===== config.mk =====
export PLATFORM = sky130hd
export DESIGN_NAME = store_commit_queue
export DESIGN_NICKNAME = d
export VERILOG_FILES = /design/src/rtl/store_commit_queue.sv
export SDC_FILE = /design/constraint.sdc
export NUM_CORES = 1
export LEC_CHECK = 0
export CAP_MARGIN = 20
export CORE_MARGIN = 8
export CORE_UTILIZATION = 30
export CTS_CLUSTER_SIZE = 14
export DETAILED_ROUTE_END_ITERATION = 10
export SETUP_SLACK_MARGIN = 0.4
export SYNTH_ARGS = -nofsm -noshare
export SYNTH_HDL_FRONTEND = slang
export SYNTH_SLANG_ARGS = --single-unit

===== constraint.sdc =====
create_clock -name clk -period 8 [get_ports clk]
set_clock_uncertainty 0.15 [all_clocks]
set_input_delay 1.6 -clock clk [delete_from_list [all_inputs] [get_ports clk]]
set_output_delay 1.6 -clock clk [all_outputs]
set_load 0.1 [all_outputs]

===== src/rtl/store_commit_queue.sv =====
// -----------------------------------------------------------------------------
// store_commit_queue
//
// Captures committed stores (SB/SH/SW) from the reorder buffer's memory-commit
// output in an in-order FIFO and drains them, one byte per cycle, to the
// byte-serial RAM port under a request/grant handshake with the memory
// arbiter. Non-store commit traffic is ignored. sq_full back-pressures commit.
//
// Ports:
//   clk, rst             clock, asynchronous active-high reset
//   rdy                  global enable; low freezes every register
//   MC_output_valid      commit strobe
//   MC_OP_ID             committed op id (only `SB/`SH/`SW are captured)
//   MC_value, MC_addr    store data and byte address
//   sq_full, sq_empty    occupancy status (combinational)
//   mem_req, mem_gnt     RAM port request (registered) / arbiter grant
//   mem_a, mem_dout      RAM byte address / write byte (registered)
//   mem_wr               RAM write strobe (registered)
//   err_overflow         sticky: a store arrived while the queue was full
//   ld_probe_addr        load address probe
//   ld_probe_hit         a pending store covers the probed word
//
// Build option: define STORE_COMMIT_FWD_CHECK_EN to enable the load probe
// compare; otherwise ld_probe_hit is tied low and no compare logic exists.
// -----------------------------------------------------------------------------
`ifndef OpIdBus
`define OpIdBus 5:0
`endif
`ifndef DataWidth
`define DataWidth 31:0
`endif
`ifndef AddrWidth
`define AddrWidth 31:0
`endif
`ifndef SB
`define SB 6'd17
`endif
`ifndef SH
`define SH 6'd18
`endif
`ifndef SW
`define SW 6'd19
`endif

module store_commit_queue #(
   parameter int DEPTH = 8,
   parameter int PTR_W = 3
) (
   input  logic               clk,
   input  logic               rst,
   input  logic               rdy,
   input  logic               MC_output_valid,
   input  logic [`OpIdBus]    MC_OP_ID,
   input  logic [`DataWidth]  MC_value,
   input  logic [`AddrWidth]  MC_addr,
   output logic               sq_full,
   output logic               sq_empty,
   output logic               mem_req,
   input  logic               mem_gnt,
   output logic [`AddrWidth]  mem_a,
   output logic [7:0]         mem_dout,
   output logic               mem_wr,
   output logic               err_overflow,
   input  logic [`AddrWidth]  ld_probe_addr,
   output logic               ld_probe_hit
);

   localparam logic [1:0] ST_IDLE  = 2'd0;
   localparam logic [1:0] ST_REQ   = 2'd1;
   localparam logic [1:0] ST_WRITE = 2'd2;
   localparam logic [1:0] ST_POP   = 2'd3;

   localparam logic [PTR_W:0] CNT_ZERO = (PTR_W+1)'(0);
   localparam logic [PTR_W:0] CNT_ONE  = (PTR_W+1)'(1);
   localparam logic [PTR_W:0] CNT_FULL = (PTR_W+1)'(DEPTH);
   localparam logic [PTR_W-1:0] PTR_ONE = PTR_W'(1);

   // Entry storage: byte address, store data, index of the last byte (size-1)
   logic [31:0]      addr_mem_q  [0:DEPTH-1];
   logic [31:0]      value_mem_q [0:DEPTH-1];
   logic [1:0]       last_mem_q  [0:DEPTH-1];

   logic [PTR_W-1:0] head_q, tail_q;
   logic [PTR_W:0]   count_q, count_d;
   logic [1:0]       state_q, state_d;
   logic [1:0]       byte_idx_q, byte_idx_d;
   logic             mem_req_q, mem_req_d;
   logic             mem_wr_q, mem_wr_d;
   logic [31:0]      mem_a_q, mem_a_d;
   logic [7:0]       mem_dout_q, mem_dout_d;
   logic             err_overflow_q;

   logic             is_store_s;
   logic [1:0]       op_last_s;
   logic             enq_s, ovf_s, pop_s;
   logic [31:0]      head_addr_s, head_value_s;
   logic [1:0]       head_last_s;

   // Little-endian byte k of a 32-bit store value
   function automatic logic [7:0] sel_byte(input logic [31:0] v, input logic [1:0] k);
      logic [7:0] b;
      case (k)
         2'd0:    b = v[7:0];
         2'd1:    b = v[15:8];
         2'd2:    b = v[23:16];
         default: b = v[31:24];
      endcase
      return b;
   endfunction

   // Decode committed op into store / last-byte index
   always_comb begin
      is_store_s = 1'b0;
      op_last_s  = 2'd0;
      case (MC_OP_ID)
         `SB:     begin is_store_s = 1'b1; op_last_s = 2'd0; end
         `SH:     begin is_store_s = 1'b1; op_last_s = 2'd1; end
         `SW:     begin is_store_s = 1'b1; op_last_s = 2'd3; end
         default: begin is_store_s = 1'b0; op_last_s = 2'd0; end
      endcase
   end

   assign sq_full  = (count_q == CNT_FULL);
   assign sq_empty = (count_q == CNT_ZERO) && (state_q == ST_IDLE);

   // Full is judged on the registered count, so a POP in the same cycle
   // does not open a slot for the incoming store.
   assign enq_s = rdy & MC_output_valid & is_store_s & ~sq_full;
   assign ovf_s = rdy & MC_output_valid & is_store_s & sq_full;
   assign pop_s = rdy & (state_q == ST_POP);

   assign head_addr_s  = addr_mem_q[head_q];
   assign head_value_s = value_mem_q[head_q];
   assign head_last_s  = last_mem_q[head_q];

   // Occupancy next-state
   always_comb begin
      count_d = count_q;
      case ({enq_s, pop_s})
         2'b10:   count_d = count_q + CNT_ONE;
         2'b01:   count_d = count_q - CNT_ONE;
         default: count_d = count_q;
      endcase
   end

   // Drain FSM and registered RAM-port outputs. mem_req is kept high across
   // WRITE/POP only while another entry is waiting behind the one in flight.
   always_comb begin
      state_d    = state_q;
      byte_idx_d = byte_idx_q;
      mem_req_d  = mem_req_q;
      mem_wr_d   = mem_wr_q;
      mem_a_d    = mem_a_q;
      mem_dout_d = mem_dout_q;
      case (state_q)
         ST_IDLE: begin
            if (count_q != CNT_ZERO) begin
               state_d   = ST_REQ;
               mem_req_d = 1'b1;
            end else begin
               mem_req_d = 1'b0;
            end
         end
         ST_REQ: begin
            if (mem_gnt) begin
               state_d    = ST_WRITE;
               byte_idx_d = 2'd0;
               mem_wr_d   = 1'b1;
               mem_a_d    = head_addr_s;
               mem_dout_d = sel_byte(head_value_s, 2'd0);
               mem_req_d  = (count_d > CNT_ONE);
            end else begin
               mem_req_d = 1'b1;
            end
         end
         ST_WRITE: begin
            if (byte_idx_q == head_last_s) begin
               state_d    = ST_POP;
               mem_wr_d   = 1'b0;
               mem_a_d    = 32'd0;
               mem_dout_d = 8'd0;
               mem_req_d  = (count_d > CNT_ONE);
            end else begin
               byte_idx_d = byte_idx_q + 2'd1;
               mem_a_d    = head_addr_s + {30'd0, byte_idx_d};
               mem_dout_d = sel_byte(head_value_s, byte_idx_d);
               mem_req_d  = (count_d > CNT_ONE);
            end
         end
         ST_POP: begin
            byte_idx_d = 2'd0;
            if (count_d != CNT_ZERO) begin
               state_d   = ST_REQ;
               mem_req_d = 1'b1;
            end else begin
               state_d   = ST_IDLE;
               mem_req_d = 1'b0;
            end
         end
         default: begin
            state_d    = ST_IDLE;
            byte_idx_d = 2'd0;
            mem_req_d  = 1'b0;
            mem_wr_d   = 1'b0;
            mem_a_d    = 32'd0;
            mem_dout_d = 8'd0;
         end
      endcase
   end

   // Control state, pointers and output registers
   always_ff @(posedge clk or posedge rst) begin
      if (rst) begin
         head_q         <= '0;
         tail_q         <= '0;
         count_q        <= '0;
         state_q        <= ST_IDLE;
         byte_idx_q     <= 2'd0;
         mem_req_q      <= 1'b0;
         mem_wr_q       <= 1'b0;
         mem_a_q        <= 32'd0;
         mem_dout_q     <= 8'd0;
         err_overflow_q <= 1'b0;
      end else if (rdy) begin
         count_q    <= count_d;
         state_q    <= state_d;
         byte_idx_q <= byte_idx_d;
         mem_req_q  <= mem_req_d;
         mem_wr_q   <= mem_wr_d;
         mem_a_q    <= mem_a_d;
         mem_dout_q <= mem_dout_d;
         if (enq_s) begin
            tail_q <= tail_q + PTR_ONE;
         end
         if (pop_s) begin
            head_q <= head_q + PTR_ONE;
         end
         if (ovf_s) begin
            err_overflow_q <= 1'b1;
         end
      end
   end

   // Entry payload write; contents are qualified by the pointers, so no reset
   always_ff @(posedge clk) begin
      if (enq_s) begin
         addr_mem_q[tail_q]  <= MC_addr;
         value_mem_q[tail_q] <= MC_value;
         last_mem_q[tail_q]  <= op_last_s;
      end
   end

   assign mem_req      = mem_req_q;
   assign mem_wr       = mem_wr_q;
   assign mem_a        = mem_a_q;
   assign mem_dout     = mem_dout_q;
   assign err_overflow = err_overflow_q;

`ifdef STORE_COMMIT_FWD_CHECK_EN
   logic [DEPTH-1:0] valid_q;
   logic             probe_hit_s;

   // Per-entry valid bits: set on enqueue, cleared when the entry pops
   always_ff @(posedge clk or posedge rst) begin
      if (rst) begin
         valid_q <= '0;
      end else if (rdy) begin
         if (enq_s) begin
            valid_q[tail_q] <= 1'b1;
         end
         if (pop_s) begin
            valid_q[head_q] <= 1'b0;
         end
      end
   end

   // Word-granular overlap of the probe against every pending store
   always_comb begin
      probe_hit_s = 1'b0;
      for (int i = 0; i < DEPTH; i++) begin
         if (valid_q[i] && (addr_mem_q[i][31:2] == ld_probe_addr[31:2])) begin
            probe_hit_s = 1'b1;
         end else begin
            probe_hit_s = probe_hit_s;
         end
      end
   end

   assign ld_probe_hit = probe_hit_s;
`else
   logic unused_probe_s;
   assign unused_probe_s = ^ld_probe_addr;
   assign ld_probe_hit   = 1'b0;
`endif

endmodule


# After elaboration in Yosys (flattened, before gate mapping)
# Memories as Yosys holds them, arrays and structs flattened.
# Cells that the tools add are included.
[word_totals] reg_bits=57 latch_bits=0 ramBits=528 romBits=0 out_inout_bits=46 word_cells=85 mem_count=3
[op_classes] n_addsub=6 n_mul=0 n_div=0 order_cmp=1 eq_ne=16 shift=0 n_mux=27 bitwise=6 n_reduce_logical=16
[mem_list] name="addr_mem_q" words=8 width=32 rd=1 rd_clocked_by_memory_dff=0 write_ports=1 line="79" text="logic [31:0] addr_mem_q [0:DEPTH-1];"
[mem_list] name="value_mem_q" words=8 width=32 rd=1 rd_clocked_by_memory_dff=0 write_ports=1 line="80" text="logic [31:0] value_mem_q [0:DEPTH-1];"
[mem_list] name="last_mem_q" words=8 width=2 rd=1 rd_clocked_by_memory_dff=0 write_ports=1 line="81" text="logic [1:0] last_mem_q [0:DEPTH-1];"
[op_table] operator="32-bit 2-to-1 mux" count=2
[op_table] operator="32-bit one-hot mux with 2 select lines" count=1
[op_table] operator="32-bit by 2-bit adder with 32-bit output" count=1
[op_table] operator="8-bit one-hot mux with 3 select lines" count=1
[op_table] operator="6-bit by 5-bit == test with 1-bit output (second input constant)" count=3
[op_table] operator="8-bit 2-to-1 mux" count=2
[op_table] operator="8-bit one-hot mux with 2 select lines" count=1
[op_table] operator="4-bit AND reduction" count=3
[op_table] operator="2-bit 2-to-1 mux" count=5
[op_table] operator="1-bit 2-to-1 mux" count=9
[op_table] operator="2-bit == test (second input constant)" count=4
[op_table] operator="2-bit one-hot mux with 4 select lines" count=1
[op_table] operator="4-bit one-hot mux with 2 select lines" count=1
[op_table] operator="4-bit nonzero test" count=2
[op_table] operator="3-bit by 1-bit adder with 3-bit output (second input constant)" count=2
[op_table] operator="2-bit by 1-bit == test with 1-bit output (second input constant)" count=3
[op_table] operator="2-bit != test (second input constant)" count=3
[op_table] operator="2-bit one-hot mux with 3 select lines" count=1
[op_table] operator="2-bit AND reduction" count=3
[op_table] operator="1-bit bitwise AND" count=5
[op_table] operator="4-bit by 1-bit adder with 4-bit output (second input constant)" count=1
[op_table] operator="4-bit == test (second input constant)" count=1
[op_table] operator="4-bit by 1-bit > comparator with 1-bit output (second input constant)" count=1
[op_table] operator="2-bit logical NOT" count=2
[op_table] operator="other kinds (14)" count=14

# Longest topological paths before layout
# Gate-level depths: netlist of the first run.
[logic_depth] ltp_word=10 depth_mapped=19 depth_no_buf=13

# Least setup slack after synthesis of the first run
# No wires, ideal clock.
[synth_timing] kind="input -> register" from="in MC_OP_ID[3]" to="mem addr_mem_q[0][0], enable pin" arrival_ps=7198 required_time_ps=7279 path_slack_ps=81 stages=5 path_buffers=0 cell_sequence="nor4b_1 -> o2111a_1 -> nor2b_1 -> nand2b_1 -> nor3_1"
[synth_between] elab_chain_len=7
[synth_rtl] element="start, declared" line="53" text="input logic [`OpIdBus] MC_OP_ID,"
[synth_rtl] element="6-bit by 5-bit == test with 1-bit output" line="115" text="case (MC_OP_ID)"
[synth_rtl] element="3-bit OR reduction (no line) (*)"
[synth_rtl] element="1-bit 2-to-1 mux (*)" line="115"
[synth_rtl] element="1-bit bitwise AND (*) (2 in a row)" line="128" text="assign enq_s = rdy & MC_output_valid & is_store_s & ~sq_full;"
[synth_rtl] element="1-bit 2-to-1 mux (*)" line="246" text="if (enq_s) begin"
[synth_rtl] element="1-bit 2-to-1 mux (implied by the code) (*)" line="247" text="addr_mem_q[tail_q] <= MC_addr;"
[synth_rtl] element="end, declared" line="79"
# Mark *: on every way between the ends. The rest lies on a longest branch, timed or not.

# Worst setup path after layout of the first run
[layout_timing] from="in MC_OP_ID[3]" to="mem value_mem_q[6][4], enable pin"
[layout_between] elab_chain_len=7
[layout_rtl] element="6-bit by 5-bit == test with 1-bit output" line="115"
[layout_rtl] element="3-bit OR reduction (no line) (*)"
[layout_rtl] element="1-bit 2-to-1 mux (*)" line="115"
[layout_rtl] element="1-bit bitwise AND (*) (2 in a row)" line="128"
[layout_rtl] element="1-bit 2-to-1 mux (*)" line="246"
[layout_rtl] element="1-bit 2-to-1 mux (implied by the code) (*)" line="248" text="value_mem_q[tail_q] <= MC_value;"
[layout_rtl] element="end, declared" line="80"
# Marks and branches as above.

==> results.sh, run 1 <==
export IMPL_synth_top_family_by_area="multiplexers"
export IMPL_pwr_share_seq_pct=39.0
export IMPL_finalNetCount=1449
export IMPL_clock_sinks=585
export IMPL_setup_slack_ns=2.94
export IMPL_postCtsHoldBufs=0
export IMPL_drc=0
export IMPL_synth_top_cells_by_count="edfxtp_1, mux4_2, dfrtp_1"
export IMPL_synth_seq_cells=585
export IMPL_start_kind="primary input"
export IMPL_synth_top_area_share_pct=66.5
export IMPL_power_switching_mw=3.51
export IMPL_critPathArrivalTime_ns=5.17
export IMPL_hold_ws_ns=0.312
export IMPL_placed_cells=2314
export IMPL_cts_setup_buffers=0
export IMPL_status="completed"
export IMPL_drtAntennaViolNets=0
export IMPL_num_rows=103
export IMPL_synth_mux_area_share_pct=16.0
export IMPL_synth_xor_area_share_pct=0.918
export IMPL_cts_resized_gates=0
export IMPL_fin_cells=2425
export IMPL_synth_compound_area_share_pct=3.62
export IMPL_tns_ns=0
export IMPL_power_leakage_nw=9.03
export IMPL_p_per_area_nw_per_um2=349
export IMPL_yosys_area_top_type="edfxtp_1"
export IMPL_synth_adder_area_share_pct=0.923
export IMPL_drtIter0Drc=791
export IMPL_critPathKind="in2reg"
export IMPL_pin_count=153
export IMPL_cts_root_buf="clkbuf_16"
export IMPL_syn_nets=1307
export IMPL_syn_area_per_cell_um2=20.2
export IMPL_grt_pass1_vias=12500
export IMPL_synth_cell_type_count=75
export IMPL_maxCapViolCount=0
export IMPL_clockBufferDepth=3
export IMPL_area_growth_syn_to_layout_pct=17.3
export IMPL_clock_fmax_mhz=198
export IMPL_groute_usage_overall_pct=12.2
export IMPL_max_slew_margin_pct=21.6
export IMPL_rsz0062_at_grt="no"
export IMPL_vias=11800
export IMPL_maxSlewViolCount=0
export IMPL_peakVddDrop_mv=0.219
export IMPL_syn_inst=1183
export IMPL_p_sw_share_pct=36.0
export IMPL_setup_violations=0
export IMPL_hold_viol=0
export IMPL_synth_flop_cell="edfxtp_1"
export IMPL_preCtsSetupSlack_ns=2.19
export IMPL_gp_congestion=0.729
export IMPL_regArea_um2=17300
export IMPL_port_buffers=119
export IMPL_cts_tree="yes"
export IMPL_core_area_um2=78900
export IMPL_hold_path_class="reg2reg"
export IMPL_grt_max_degree=58
export IMPL_cts_buffers=56
export IMPL_fin_crit_sh_pct=63.2
export IMPL_yosysMostFrequentCell="edfxtp_1"
export IMPL_initial_utilization_pct=30.2
export IMPL_synth_area_leaders="edfxtp_1, mux4_2, dfrtp_1"
export IMPL_dr_pass1_iters=5
export IMPL_seq_area_frac_synth_pct=72.4
export IMPL_dp_hpwl_um=33800
export IMPL_h_tree_depth=2
export IMPL_p_int_mw=6.25
export IMPL_synth_simple_gate_area_share_pct=3.89
export IMPL_grt_pass1_wl_um=82700
export IMPL_clk_pin_slew_worst_paths_ns=0.07
export IMPL_async_reset_ff_share_pct=9.74
export IMPL_drive_gt1_share_pct=19.7
export IMPL_antenna_found_initial=11
export IMPL_cp_end_kind="register"
export IMPL_crit_required_ns=8.11
export IMPL_fin_crit_ns=5.06
export IMPL_cp_max_fo=24
export IMPL_fillerInstances=7329
export IMPL_via_per_inst=4.85
export IMPL_dieArea_um2=88800
export IMPL_die_h_um=298
export IMPL_p_comb_share_pct=35.1
export IMPL_clkPwrFrac_pct=25.9
export IMPL_yosysWarnings=0
export IMPL_routed_wl_um=55100
export IMPL_netlist_area_um2=23900
export IMPL_detail_route_wl_per_cell_um=22.7
export IMPL_synth_edff_count=528
export IMPL_worst_slew_pin_slew_ns=1.17
export IMPL_die_w_um=298
export IMPL_clock_latency_ns=0.61
export IMPL_multi_input_area_um2=6130
export IMPL_overflow=0
==> layer usage <==
| layer | share of wire [%] | track usage (%) |
|---|---|---|
| met4 | 1.9 | 3.22 |
| met1 | 44 | 16.2 |
| met2 | 48 | 19.8 |
| met5 | 0.11 | 0 |
| met3 | 6.1 | 3.26 |
==> logic make-up after synthesis <==
group | after synthesis
buf+inv | 76
other cells | 1
fa+ha+maj | 17
simple gates | 160
compound gates | 115
flops | 585
mux | 204
xor+xnor | 25
==> final cells by class <==
cell class              count  area share, %
clock buffers              73           5.34
inverters                  13          0.174
diodes                      4         0.0358
clock inverters            31          0.916
multi-input cells         522           21.9
flip-flops and latches    585           61.8
repair buffers            147           5.14
well taps                1050           4.69
==> path summary, 6_finish.rpt <==
| path | cells after the start | from | end | slack [ns] |
|---|---|---|---|---|
| max in group asynchronous | 3 | rst | head_q[1] | 5.68 |
| worst max-delay path | 7 | MC_OP_ID[3] | value_mem_q[6][4] | 2.94 |
| min in group asynchronous | 3 | rst | err_overflow | 1.39 |
| worst min register to register | 1 | err_overflow | err_overflow | 0.31 |
| worst max register to register | 9 | head_q[0] | mem_a[30] | 3.31 |
| worst min-delay path | 1 | err_overflow | err_overflow | 0.31 |
==> worst max-delay path, cell delays in order <==
cell and delay (ns):
clkdlybuf4s50_1 0.42, nor4b_1 0.50, o2111a_1 0.29, nor2b_1 0.49, nand2b_1 0.38, nor2_4 0.91
buf_4 0.53
==> placed cells by master (no fill, tap or decap), drive strengths merged, types with 4 or more instances in the layout <==
master,netlist,final
a21oi,10,10
a22o,8,8
a32o,11,11
and2,7,7
buf,43,28
clkbuf,19,73
clkdlybuf4s50,0,119
clkinv,0,21
clkinvlp,0,5
dfrtp,57,57
diode,0,4
edfxtp,528,528
ha,16,16
inv,13,15
mux2,32,32
mux2i,42,42
mux4,130,130
nand2,46,46
nand2b,9,9
nand3,10,10
nand4,8,8
nor2,20,20
nor2b,10,10
nor3,10,10
nor4,5,5
o21ai,27,27
o22a,8,8
o311a,9,9
o31ai,13,13
o41ai,4,4
or2,5,5
or4,13,13
xnor2,20,20
xor2,5,5
==> registers in the layout, indices dropped and copies added, names as in the netlist <==
register      cells
addr_mem_q      256
value_mem_q     256
mem_a            32
last_mem_q       16
mem_dout          8
count_q           4
head_q            3
tail_q            3
byte_idx_q        2
state_q           2
err_overflow      1
mem_req           1
mem_wr            1
==> power groups by stage <==
stage	Clock, mW	Sequential, mW	Combinational (mW)
2_1_floorplan	0	4.33	2.12
3_3_place_gp	0	3.87	3.40
3_5_place_dp	0	3.88	3.43
4_1_cts	2.60	3.82	3.45
5_1_grt	2.70	3.84	3.67
6_report	2.53	3.80	3.43
==> metrics by stage <==
step | utilization (%) | total power, mW | area, µm²
2_1_floorplan | - | 6.44 | 23900
3_3_place_gp | 33.2 | 7.28 | 26200
3_5_place_dp | 33.2 | 7.31 | 26200
4_1_cts | 35.4 | 9.86 | 27900
5_1_grt | 35.5 | 10.2 | 28000
6_report | 35.5 | 9.76 | 28000
Note: power is estimated with default switching activity, not from simulation.
==> run 2: changes to the inputs <==
Clock period 8 ns to 4.5 ns, I/O delays scaled along.
==> run 2 against run 1 <==
Against the previous run: wire length down 2.4%; clock power up 88%; final cell count up 0.74%; count of clock-buffer cells in the layout up 5; global-route usage down 0.43 points; setup slack worse by 2.2 ns; via count down 0.33%; register-to-register slack worse by 2.5 ns; critical path type is now reg2out; critical endpoint is now sq_full.
==> results.sh, run 2 (same netlist as run 1, synthesis figures left out) <==
export IMPL_worstPathCellList="nor4b_4 > clkdlybuf4s50_1"
export IMPL_slowest_delay_ns=1.21
export IMPL_die_w_um=298
export IMPL_critPathArrivalTime_ns=2.71
export IMPL_finalNetCount=1464
export IMPL_cts_root_buf="clkbuf_16"
export IMPL_clkPwrFrac_pct=26.9
export IMPL_crit_required_ns=3.45
export IMPL_fin_crit_ns=3.76
export IMPL_h_tree_depth=2
export IMPL_status="completed"
export IMPL_drtIter0Drc=746
export IMPL_postCtsHoldBufs=0
export IMPL_num_rows=103
export IMPL_gp_congestion=0.733
export IMPL_grt_pass1_vias=12200
export IMPL_cts_resized_gates=0
export IMPL_hold_path_class="reg2reg"
export IMPL_dieArea_um2=88800
export IMPL_clockBufferDepth=3
export IMPL_max_slew_margin_pct=22.1
export IMPL_drive_gt1_share_pct=21.6
export IMPL_maxCapViolCount=0
export IMPL_vias=11700
export IMPL_dp_hpwl_um=32700
export IMPL_critPathKind="reg2out"
export IMPL_cp_max_fo=8
export IMPL_finish_utilization_pct=36.0
export IMPL_fin_crit_sh_pct=83.5
export IMPL_port_buffers=119
export IMPL_tns_ns=0
export IMPL_core_area_um2=78900
export IMPL_hold_viol=0
export IMPL_rsz0062_at_grt="no"
export IMPL_cts_tree="yes"
export IMPL_drc=0
export IMPL_p_sw_share_pct=35.4
export IMPL_p_comb_share_pct=36.1
export IMPL_p_int_mw=11.4
export IMPL_cts_setup_buffers=0
export IMPL_worst_slew_pin_slew_ns=1.16
export IMPL_groute_usage_overall_pct=11.8
export IMPL_pin_count=153
export IMPL_drtAntennaViolNets=0
export IMPL_pwr_share_seq_pct=37.1
export IMPL_crit_family="buffers and inverters"
export IMPL_power_switching_mw=6.25
export IMPL_detail_route_wl_per_cell_um=22.0
export IMPL_clk_pin_slew_worst_paths_ns=0.06
export IMPL_final_common_cell="edfxtp_1"
export IMPL_fillerInstances=7270
export IMPL_maxSlewViolCount=0
export IMPL_place_area_um2=26500
export IMPL_critPathSlowestCell="clkdlybuf4s50_1"
export IMPL_via_per_inst=4.80
export IMPL_initial_utilization_pct=30.2
export IMPL_path_buf_inv=1
export IMPL_routed_wl_um=53800
export IMPL_cp_end_kind="output pin"
export IMPL_layout_common_cells="edfxtp_1, clkdlybuf4s50_1, mux4_2"
export IMPL_grt_pass1_wl_um=79800
export IMPL_p_per_area_nw_per_um2=622
export IMPL_clock_latency_ns=0.60
export IMPL_antenna_found_initial=11
export IMPL_setup_violations=0
export IMPL_cts_buffers=57
export IMPL_power_leakage_nw=9.23
export IMPL_area_growth_syn_to_layout_pct=19.1
export IMPL_start_kind="register"
export IMPL_clock_sinks=585
export IMPL_dr_pass1_iters=6
export IMPL_clock_fmax_mhz=266
export IMPL_grt_max_degree=59
export IMPL_die_h_um=298
export IMPL_peakVddDrop_mv=0.339
export IMPL_overflow=0
export IMPL_design_area_um2=28400
run 2: area by class of cell:
| class | count | area (µm²) | area share (%) |
|---|---|---|---|
| multi-input cells | 522 | 6190 | 21.8 |
| inverters | 13 | 48.8 | 0.172 |
| clock buffers | 78 | 1580 | 5.55 |
| diodes | 5 | 12.5 | 0.0441 |
| well taps | 1050 | 1310 | 4.63 |
| repair buffers | 161 | 1650 | 5.82 |
| clock inverters | 29 | 309 | 1.09 |
| flip-flops and latches | 585 | 17300 | 60.9 |
run 2: power groups by stage:
| stage | combinational (mW) | clock [mW] | sequential (mW) |
|---|---|---|---|
| 6_report | 6.38 | 4.75 | 6.55 |
| 3_5_place_dp | 6.41 | 0 | 6.67 |
| 3_3_place_gp | 6.34 | 0 | 6.66 |
| 5_1_grt | 6.82 | 5.06 | 6.59 |
| 2_1_floorplan | 3.81 | 0 | 7.70 |
| 4_1_cts | 6.43 | 4.87 | 6.56 |
run 2: final timing paths:
kind	to	cells after the start	from	slack, ns
max	sq_full	2	count_q[1]	0.74
min reg2reg	err_overflow	1	err_overflow	0.31
min in group asynchronous	state_q[1]	2	rst	0.49
max in group asynchronous	mem_a[4]	3	rst	2.89
min	err_overflow	1	err_overflow	0.31
max reg2reg	mem_a[29]	11	head_q[0]	0.79
run 2: per-layer routing:
metal / vias to the layer above / GRT usage [%] / share of wire, %
li1: 5225 / - / -
met1: 6153 / 15.3 / 44
met2: 258 / 19.8 / 48
met3: 72 / 2.91 / 5.8
met4: 10 / 2.94 / 1.8
met5: - / 0 / 0.12
run 2: per-stage QoR:
step | instances | setup WS, ns | power (mW) | hold WS [ns]
2_1_floorplan | 1183 | 0.324 | 11.5 | 0.339
3_3_place_gp | 2329 | 0.339 | 13.0 | 0.298
3_5_place_dp | 2329 | 0.359 | 13.1 | 0.303
4_1_cts | 2436 | 0.703 | 17.9 | 0.316
5_1_grt | 2439 | 0.625 | 18.5 | 0.350
6_report | 2443 | 0.743 | 17.7 | 0.310
run 2: worst reg2reg max path, delay by kind of cell (launching register included):
kind	cells	cell delay [ns]
fa+ha+maj	1	0.28
flops	1	0.51
mux	2	0.83
simple gates	4	1.14
buf+inv	2	0.32
compound gates	2	0.37
==> run 3: changes to the inputs <==
Clock period 4.5 ns to 3.69 ns, I/O delays scaled along.
==> run 3 against run 2 <==
Against the previous run: sequential share of layout area shrank 1.1 points; register-to-register slack worse by 0.40 ns; cell area up 1.9%; critical path depth up 9; wire length up 6.0%; first-iteration DRC count is 15% higher; clock power up 20%; setup slack worse by 0.36 ns; count of clock-buffer cells in the layout fell by 1; non-clock buffer count up 48; via count grew 3.6%; sequential power up 21%; largest power group is now combinational logic.
==> results.sh, run 3 (same netlist as run 1, synthesis figures left out) <==
export IMPL_status="completed"
export IMPL_grt_pass1_vias=12900
export IMPL_crit_top_cell="buf_6"
export IMPL_routed_wl_um=57000
export IMPL_postCtsHoldBufs=0
export IMPL_rsz0062_at_grt="yes"
export IMPL_num_rows=103
export IMPL_cp_end_kind="register"
export IMPL_drtAntennaViolNets=0
export IMPL_peakVddDrop_mv=0.399
export IMPL_die_w_um=298
export IMPL_layout_common_cells="edfxtp_1, buf_4, mux4_2"
export IMPL_vias=12100
export IMPL_critPathArrivalTime_ns=3.66
export IMPL_maxCapViolCount=0
export IMPL_drc=0
export IMPL_regArea_um2=17300
export IMPL_power_leakage_nw=9.59
export IMPL_cts_tree="yes"
export IMPL_dieArea_um2=88800
export IMPL_hold_path_class="reg2reg"
export IMPL_pin_count=153
export IMPL_slowest_delay_ns=0.53
export IMPL_area_growth_syn_to_layout_pct=21.3
export IMPL_power_total_mw=22.1
export IMPL_die_h_um=298
export IMPL_groute_usage_overall_pct=12.5
export IMPL_crit_family="simple AND/OR/NAND/NOR gates"
export IMPL_cts_buffers=55
export IMPL_setup_violations=0
export IMPL_h_tree_depth=2
export IMPL_gp_congestion=0.767
export IMPL_grt_pass1_wl_um=84500
export IMPL_overflow=0
export IMPL_critPathKind="reg2reg"
export IMPL_drive_gt1_share_pct=28.6
export IMPL_hold_viol=0
export IMPL_max_slew_margin_pct=33.9
export IMPL_path_buf_inv=3
export IMPL_start_kind="register"
export IMPL_antenna_found_initial=10
export IMPL_maxSlewViolCount=0
export IMPL_detail_route_wl_per_cell_um=22.9
export IMPL_fin_crit_ns=3.30
export IMPL_clock_sinks=585
export IMPL_dr_pass1_iters=5
export IMPL_clk_pin_slew_worst_paths_ns=0.06
export IMPL_finalNetCount=1511
export IMPL_port_buffers=119
export IMPL_fin_crit_sh_pct=89.5
export IMPL_critPathSlowestCell="dfrtp_4"
export IMPL_cts_root_buf="clkbuf_16"
export IMPL_initial_utilization_pct=30.2
export IMPL_hold_ws_ns=0.322
export IMPL_finish_utilization_pct=36.7
export IMPL_worst_slew_pin_slew_ns=0.988
export IMPL_clock_latency_ns=0.62
export IMPL_core_area_um2=78900
export IMPL_multi_input_area_um2=6340
export IMPL_crit_required_ns=4.04
export IMPL_dp_hpwl_um=34600
export IMPL_worstPathCellList="buf_6 > mux4_2 > mux2_4 > ha_4 > inv_2 > fa_2 > nor4_4 > nand4_2 > buf_6 > or4_1 > a32o_1"
export IMPL_clock_fmax_mhz=303
export IMPL_via_per_inst=4.89
export IMPL_cp_max_fo=7
export IMPL_p_per_area_nw_per_um2=762
export IMPL_clockBufferDepth=3
export IMPL_grt_max_degree=61
export IMPL_drtIter0Drc=858
export IMPL_fillerInstances=7293
export IMPL_final_common_cell="edfxtp_1"
run 3: changes by cell type in the layout (fill, tap and decap cells not counted), moves of 3 or more:
cell	delta
clkbuf_1	-4
ha_1	-3
buf_6	+5
clkdlybuf4s50_1	-42
mux2i_1	-3
clkbuf_8	+4
buf_12	+11
buf_4	+72
run 3: power by group:
part           total, mW  internal [mW]  leakage [nW]  switching, mW
Combinational       8.45           3.38          3.24           5.07
Sequential          7.93           7.54          5.45          0.393
Clock               5.69           3.23         0.907           2.45
Total               22.1           14.1          9.59           7.92
run 3: final cells by class:
cell class	instances	share of cell area (%)
repair buffers	209	7.27
diodes	3	0.0259
well taps	1050	4.54
flip-flops and latches	585	59.7
clock inverters	25	0.843
multi-input cells	523	21.9
clock buffers	77	5.50
inverters	13	0.169
run 3: worst paths after layout:
kind	from	end	slack (ns)	cells after the start
max	head_q[0]	mem_a[26]	0.39	11
min	err_overflow	err_overflow	0.32	1
max reg2reg	head_q[0]	mem_a[26]	0.39	11
min reg2reg	err_overflow	err_overflow	0.32	1
max in group asynchronous	rst	head_q[2]	2.25	3
min in group asynchronous	rst	mem_a[12]	0.44	2
run 3: metrics by stage:
step	cells	setup TNS [ns]	setup WS [ns]	cell area, µm²
after CTS	2469	0	0.351	28700
after global placement	2361	-0.123	-0.0711	26800
final	2485	0	0.386	28900
after floorplan	1183	-23.38	-0.232	24100
after global routing	2483	0	0.273	28900
after detailed placement	2361	-0.180	-0.118	26800
run 3: what timing repair did:
action / CTS / global route
pin swaps: 0 / 9
gates cloned: 0 / 2
setup endpoints to repair: 27 / 28
resized for setup: 3 / 17
setup buffers: 6 / 11
run 3: layer usage:
layer  vias up  GRT usage (%)  routed length (µm)
met3       101           4.29                4710
met1      6411           15.5               23300
li1       5310              -                   -
met4        10           4.01                1550
met2       311           20.5               27400
met5         -              0                  63
run 3: worst reg2reg max path: cells and delay by family, from the launching register on:
kind | cells | cell delay [ns]
AO/OA/AOI/OAI | 1 | 0.26
adder cells (fa/ha/maj) | 2 | 0.56
buffers and inverters | 3 | 0.36
flip-flops | 1 | 0.53
multiplexers | 2 | 0.51
AND/OR/NAND/NOR | 3 | 0.84
